`src/rtl/alu_share_arbiter.sv`:
```
// Two-requester arbiter time-sharing one external ALU; result 2 cycles after accept, 1 result / 2 cycles peak.
// Backpressure: a held response (rsp_ready=0) stalls both requesters; ungranted requests wait with ready low.
package alu_share_pkg;
    typedef logic [3:0] alu_op_t;
    localparam alu_op_t ALU_ADD = 4'h0;
    localparam alu_op_t ALU_SUB = 4'h1;
    localparam alu_op_t ALU_AND = 4'h2;
    localparam alu_op_t ALU_OR  = 4'h3;
    localparam alu_op_t ALU_XOR = 4'h4;
    localparam alu_op_t ALU_SLL = 4'h5;
    localparam alu_op_t ALU_SRL = 4'h6;
    localparam alu_op_t ALU_SRA = 4'h7;
    localparam alu_op_t ALU_SLT = 4'h8;
endpackage

module alu_share_arbiter
    import alu_share_pkg::*;
#(
    parameter int FAIR_RR = 1
) (
    input  logic          clk,
    input  logic          rst,
    input  logic          req0_valid,
    output logic          req0_ready,
    input  logic [31:0]   req0_a,
    input  logic [31:0]   req0_b,
    input  alu_op_t       req0_op,
    input  logic [4:0]    req0_shamt,
    input  logic          req1_valid,
    output logic          req1_ready,
    input  logic [31:0]   req1_a,
    input  logic [31:0]   req1_b,
    input  alu_op_t       req1_op,
    input  logic [4:0]    req1_shamt,
    output logic          rsp_valid,
    input  logic          rsp_ready,
    output logic          rsp_id,
    output logic [31:0]   rsp_data,
    output logic          rsp_zero,
    output logic [31:0]   alu_in1,
    output logic [31:0]   alu_in2,
    output alu_op_t       alu_op_ctrl,
    output logic [4:0]    alu_shamt,
    input  logic [31:0]   alu_out,
    input  logic          alu_zero,
    output logic          busy
);

    typedef enum logic [1:0] {IDLE, EXEC, RESP} state_t;

    state_t        state_q, state_d;
    logic [31:0]   a_q, a_d, b_q, b_d;
    alu_op_t       op_q, op_d;
    logic [4:0]    shamt_q, shamt_d;
    logic          id_q, id_d;
    logic          last_grant_q, last_grant_d;
    logic [31:0]   rsp_data_q, rsp_data_d;
    logic          rsp_zero_q, rsp_zero_d;

    logic          can_accept;
    logic          pick1;
    logic          gnt0;
    logic          accept;

    always_comb begin
        can_accept = !rst && ((state_q == IDLE) || ((state_q == RESP) && rsp_ready));
        // Requester 1 wins a contention only in round-robin mode and only if 0 went last
        pick1      = req1_valid && (!req0_valid || ((FAIR_RR != 0) && !last_grant_q));
        gnt0       = req0_valid && !pick1;
        req0_ready = can_accept && gnt0;
        req1_ready = can_accept && pick1;
        accept     = req0_ready || req1_ready;

        state_d      = state_q;
        a_d          = a_q;
        b_d          = b_q;
        op_d         = op_q;
        shamt_d      = shamt_q;
        id_d         = id_q;
        last_grant_d = last_grant_q;
        rsp_data_d   = rsp_data_q;
        rsp_zero_d   = rsp_zero_q;

        case (state_q)
            IDLE: if (accept) state_d = EXEC;
            EXEC: begin
                rsp_data_d = alu_out;
                rsp_zero_d = alu_zero;
                state_d    = RESP;
            end
            RESP: if (rsp_ready) state_d = accept ? EXEC : IDLE;
            default: state_d = IDLE;
        endcase

        if (accept) begin
            a_d          = pick1 ? req1_a     : req0_a;
            b_d          = pick1 ? req1_b     : req0_b;
            op_d         = pick1 ? req1_op    : req0_op;
            shamt_d      = pick1 ? req1_shamt : req0_shamt;
            id_d         = pick1;
            last_grant_d = pick1;
        end
    end

    always_ff @(posedge clk or posedge rst) begin
        if (rst) begin
            state_q      <= IDLE;
            a_q          <= '0;
            b_q          <= '0;
            op_q         <= '0;
            shamt_q      <= '0;
            id_q         <= 1'b0;
            last_grant_q <= 1'b1;
            rsp_data_q   <= '0;
            rsp_zero_q   <= 1'b0;
        end else begin
            state_q      <= state_d;
            a_q          <= a_d;
            b_q          <= b_d;
            op_q         <= op_d;
            shamt_q      <= shamt_d;
            id_q         <= id_d;
            last_grant_q <= last_grant_d;
            rsp_data_q   <= rsp_data_d;
            rsp_zero_q   <= rsp_zero_d;
        end
    end

    assign alu_in1     = a_q;
    assign alu_in2     = b_q;
    assign alu_op_ctrl = op_q;
    assign alu_shamt   = shamt_q;
    assign rsp_valid   = (state_q == RESP);
    assign rsp_id      = id_q;
    assign rsp_data    = rsp_data_q;
    assign rsp_zero    = rsp_zero_q;
    assign busy        = (state_q != IDLE);

endmodule

```
`config.mk`:
```
export PLATFORM = sky130hd
export DESIGN_NAME = alu_share_arbiter
export DESIGN_NICKNAME = d
export VERILOG_FILES = /design/src/rtl/alu_share_arbiter.sv
export SDC_FILE = /design/constraint.sdc
export NUM_CORES = 1
export LEC_CHECK = 0
export CORE_ASPECT_RATIO = 1.25
export CORE_MARGIN = 5
export CORE_UTILIZATION = 42
export DETAILED_ROUTE_END_ITERATION = 8
export MAX_ROUTING_LAYER = met4
export PLACE_DENSITY = 0.88
export SLEW_MARGIN = 20
export SYNTH_ARGS = -nofsm -noshare
export SYNTH_HDL_FRONTEND = slang
export SYNTH_SLANG_ARGS = --single-unit
export TNS_END_PERCENT = 50
```
`constraint.sdc`:
```
create_clock -name clk -period 4.8 [get_ports clk]
set_input_delay 0.48 -clock clk [delete_from_list [all_inputs] [get_ports clk]]
set_output_delay 0.48 -clock clk [all_outputs]
set_load 0.05 [all_outputs]
```
==> flow_summary.toml <==
[outcome]
status = "completed"

[worst_setup_path]
cp_common_cell = "clkdlybuf4s50_1"
arrival_ps = 3380
slowest_stage = "clkdlybuf4s50_1"
crit_path_cell_trace = "clkdlybuf4s50_1 > clkinv_2 > nor4_1 > clkdlybuf4s50_1"
cp_num_buf_inv = 3
critPathTopFamily = "buffers and inverters"
worst-path-stages = 4
critical_path_class = "in2out"
critPathMaxStageDelay_ps = 890
required_ps = 4320
end_kind = "primary output"
crit_fanout = 74
critPathLaunchType = "input port"
reg2reg_depth = 5

[logic_synthesis]
synthArstFlopShare_pct = 100
synthMuxAreaShare_pct = 7.23
yosys.area_share.simple_pct = 1.63
synth_fp_nets = 538
synth-compound-area-share_pct = 32.8
yosys_register_bits = 110
synth_xor_xnor_area_share_pct = 0
synthFlopType = "dfrtp_1"
synth-seq-area-share_pct = 53.6
syn_inst = 354
yosysUniqueCellTypes = 23
synth_area_um2 = 5140
synth_fa_ha_area_share_pct = 0
syn-mean-instance-area_um2 = 14.5
synth-edff-count = 0
synth_top_family_by_area = "compound AO/OA/AOI/OAI gates"
yosys_warnings = 0

[grt]
grt_pass1_wl_mm = 27.1
first_global_vias = 4888
track_usage_pct = 24.7
grt_overflow = 0
grt_antenna_before_repair = 1
grt_max_degree = 82

[clock_tree]
hold_buffers = 0
clock_sinks = 110
cts_tree = "yes"
post-cts-setup-buffers = 0
clockBufferDepth = 2
cts_root_buf = "clkbuf_16"
htreeDepth = 3
clk_latency_ps = 340
cts.reportedPaths.clkPinSlew_ps = 70
cts_made_buffers = 9
cts_resized = 0

[timing]
drv_slew = 0
tns_ps = 0
rsz0062_at_grt = "false"
maxSlewHeadroom_pct = 31.6
worstMarginPinSlew_ps = 1030
finalCritPeriodShare_pct = 80.4
setup_viol = 0
fmax_mhz = 259
period_needed_ps = 3860
fin_worst_skew_ps = 7.57
hold_violations = 0

[floorplan]
core_um2 = 12000
start_util_pct = 42.7
die_w_um = 109
rows = 45
io_pins = 295
dieHeight_um = 134
dieArea_um2 = 14600

[placed_design]
dp.cells = 776
dp_hpwl_mm = 13.0
gp_congestion = 0.800
port_buffers = 294

[power_and_ir_drop]
p_int_mw = 2.69
clkPwrFrac_pct = 17.3
peakVddDrop_v = 0.000378
p_leak_nw = 3.17
power_frac_comb_pct = 52.9
powerDensity_nw_per_um2 = 557
switching_power_mw = 2.04
p_sw_share_pct = 43.2
power_frac_seq_pct = 29.8

[detailed_routing]
wire_per_inst_um = 22.2
initialDrtViolationCount = 203
vias = 4470
viasPerCell = 5.63
drtAntennaViolNets = 0
finalWirelength_mm = 17.7
drc = 0
drt_pre_antenna_iters = 4

[finish]
num-fill-cells = 855
ff_latch_area_um2 = 2750
syn2layout_area_growth_pct = 65.5
final_nets = 808
layoutNonFillerInstCount = 794
drive_gt1_share_pct = 20.0
multi_input_comb_area_um2 = 2160

[hold_path]
hold_depth = 1
hp-class = "reg2reg"

[run]
drv_cap = 0
==> flip-flops by register name, indices dropped and copies added (netlist names), 2 cells and up <==
name,flops
state_q,2
alu_in2,32
alu_shamt,5
rsp_data,32
alu_op_ctrl,4
alu_in1,32
==> cell usage in the layout, fill, tap and decap left out, drive strengths merged, types with 3 or more instances in the layout <==
master | synthesis | final
clkdlybuf4s50 | 0 | 294
dfrtp | 109 | 109
o32ai | 73 | 73
a2bb2oi | 73 | 73
mux2 | 33 | 33
clkbuf | 22 | 12
buf | 22 | 9
nor2 | 4 | 4
a31oi | 3 | 3
==> per-stage QoR <==
step | hold WS, ps | instance area (µm²) | util, % | worst slack, ps | power [mW]
floorplan | 513 | 5140 | - | 1420 | 3.02
global placement | 487 | 8140 | 67.5 | 1500 | 3.86
detailed placement | 492 | 8140 | 67.5 | 1380 | 3.93
CTS | 507 | 8470 | 70.3 | 1350 | 4.76
global route | 530 | 8500 | 70.6 | 735 | 4.92
finish | 504 | 8500 | 70.6 | 941 | 4.73
==> final timing paths <==
check	start	to	slack, ps
min	rsp_data[11]$_DFFE_PP0N_	rsp_data[11]$_DFFE_PP0N_	500
max	req0_valid	req0_ready	940
min reg2reg	rsp_data[11]$_DFFE_PP0N_	rsp_data[11]$_DFFE_PP0N_	500
max reg2reg	state_q[0]$_DFFE_PP0P_	alu_in1[0]$_DFFE_PP0P_	2730
max in group asynchronous	rst	alu_in1[21]$_DFFE_PP0P_	3200
min in group asynchronous	rst	state_q[1]$_DFFE_PP0P_	730
==> area by class of cell <==
| type | instances | area share, % |
|---|---|---|
| diodes | 1 | 0.0294 |
| multi-input cells | 198 | 25.5 |
| clock buffers | 12 | 3.02 |
| flip-flops and latches | 110 | 32.4 |
| inverters | 2 | 0.162 |
| repair buffers | 303 | 35.6 |
| clock inverters | 4 | 0.912 |
| well taps | 164 | 2.41 |
==> synth_stat cells, types with 3 or more instances <==
cell type	n	area share (%)
buf_6	6	1.3
buf_2	14	1.4
mux2_2	33	7.2
nor2_1	4	0.29
clkbuf_1	22	1.6
a31oi_1	3	0.37
a2bb2oi_2	60	18
o32ai_1	73	12
a2bb2oi_1	13	2.2
dfrtp_1	109	53
==> power groups by stage <==
stage	clock network (mW)	logic [mW]	registers [mW]
6_report	0.821	2.50	1.41
3_3_place_gp	0	2.46	1.40
4_1_cts	0.841	2.51	1.41
2_1_floorplan	0	0.634	2.38
5_1_grt	0.882	2.59	1.45
3_5_place_dp	0	2.50	1.42
==> layer usage <==
layer / global-route usage [%] / up-vias / share of wire, %
met5: - / - / 0
met4: 9.05 / 0 / 3.0
met3: 6.01 / 35 / 7.4
met2: 40.9 / 200 / 52
met1: 29.0 / 2251 / 37
li1: - / 1984 / -
==> cell families (layout without fill, tap and decap cells) <==
logic type	after synthesis	after routing
compound gates	151	151
mux	33	33
flops	110	110
buf+inv	46	321
simple gates	14	14
other cells	0	1
Note: power is estimated with default switching activity, not from simulation.
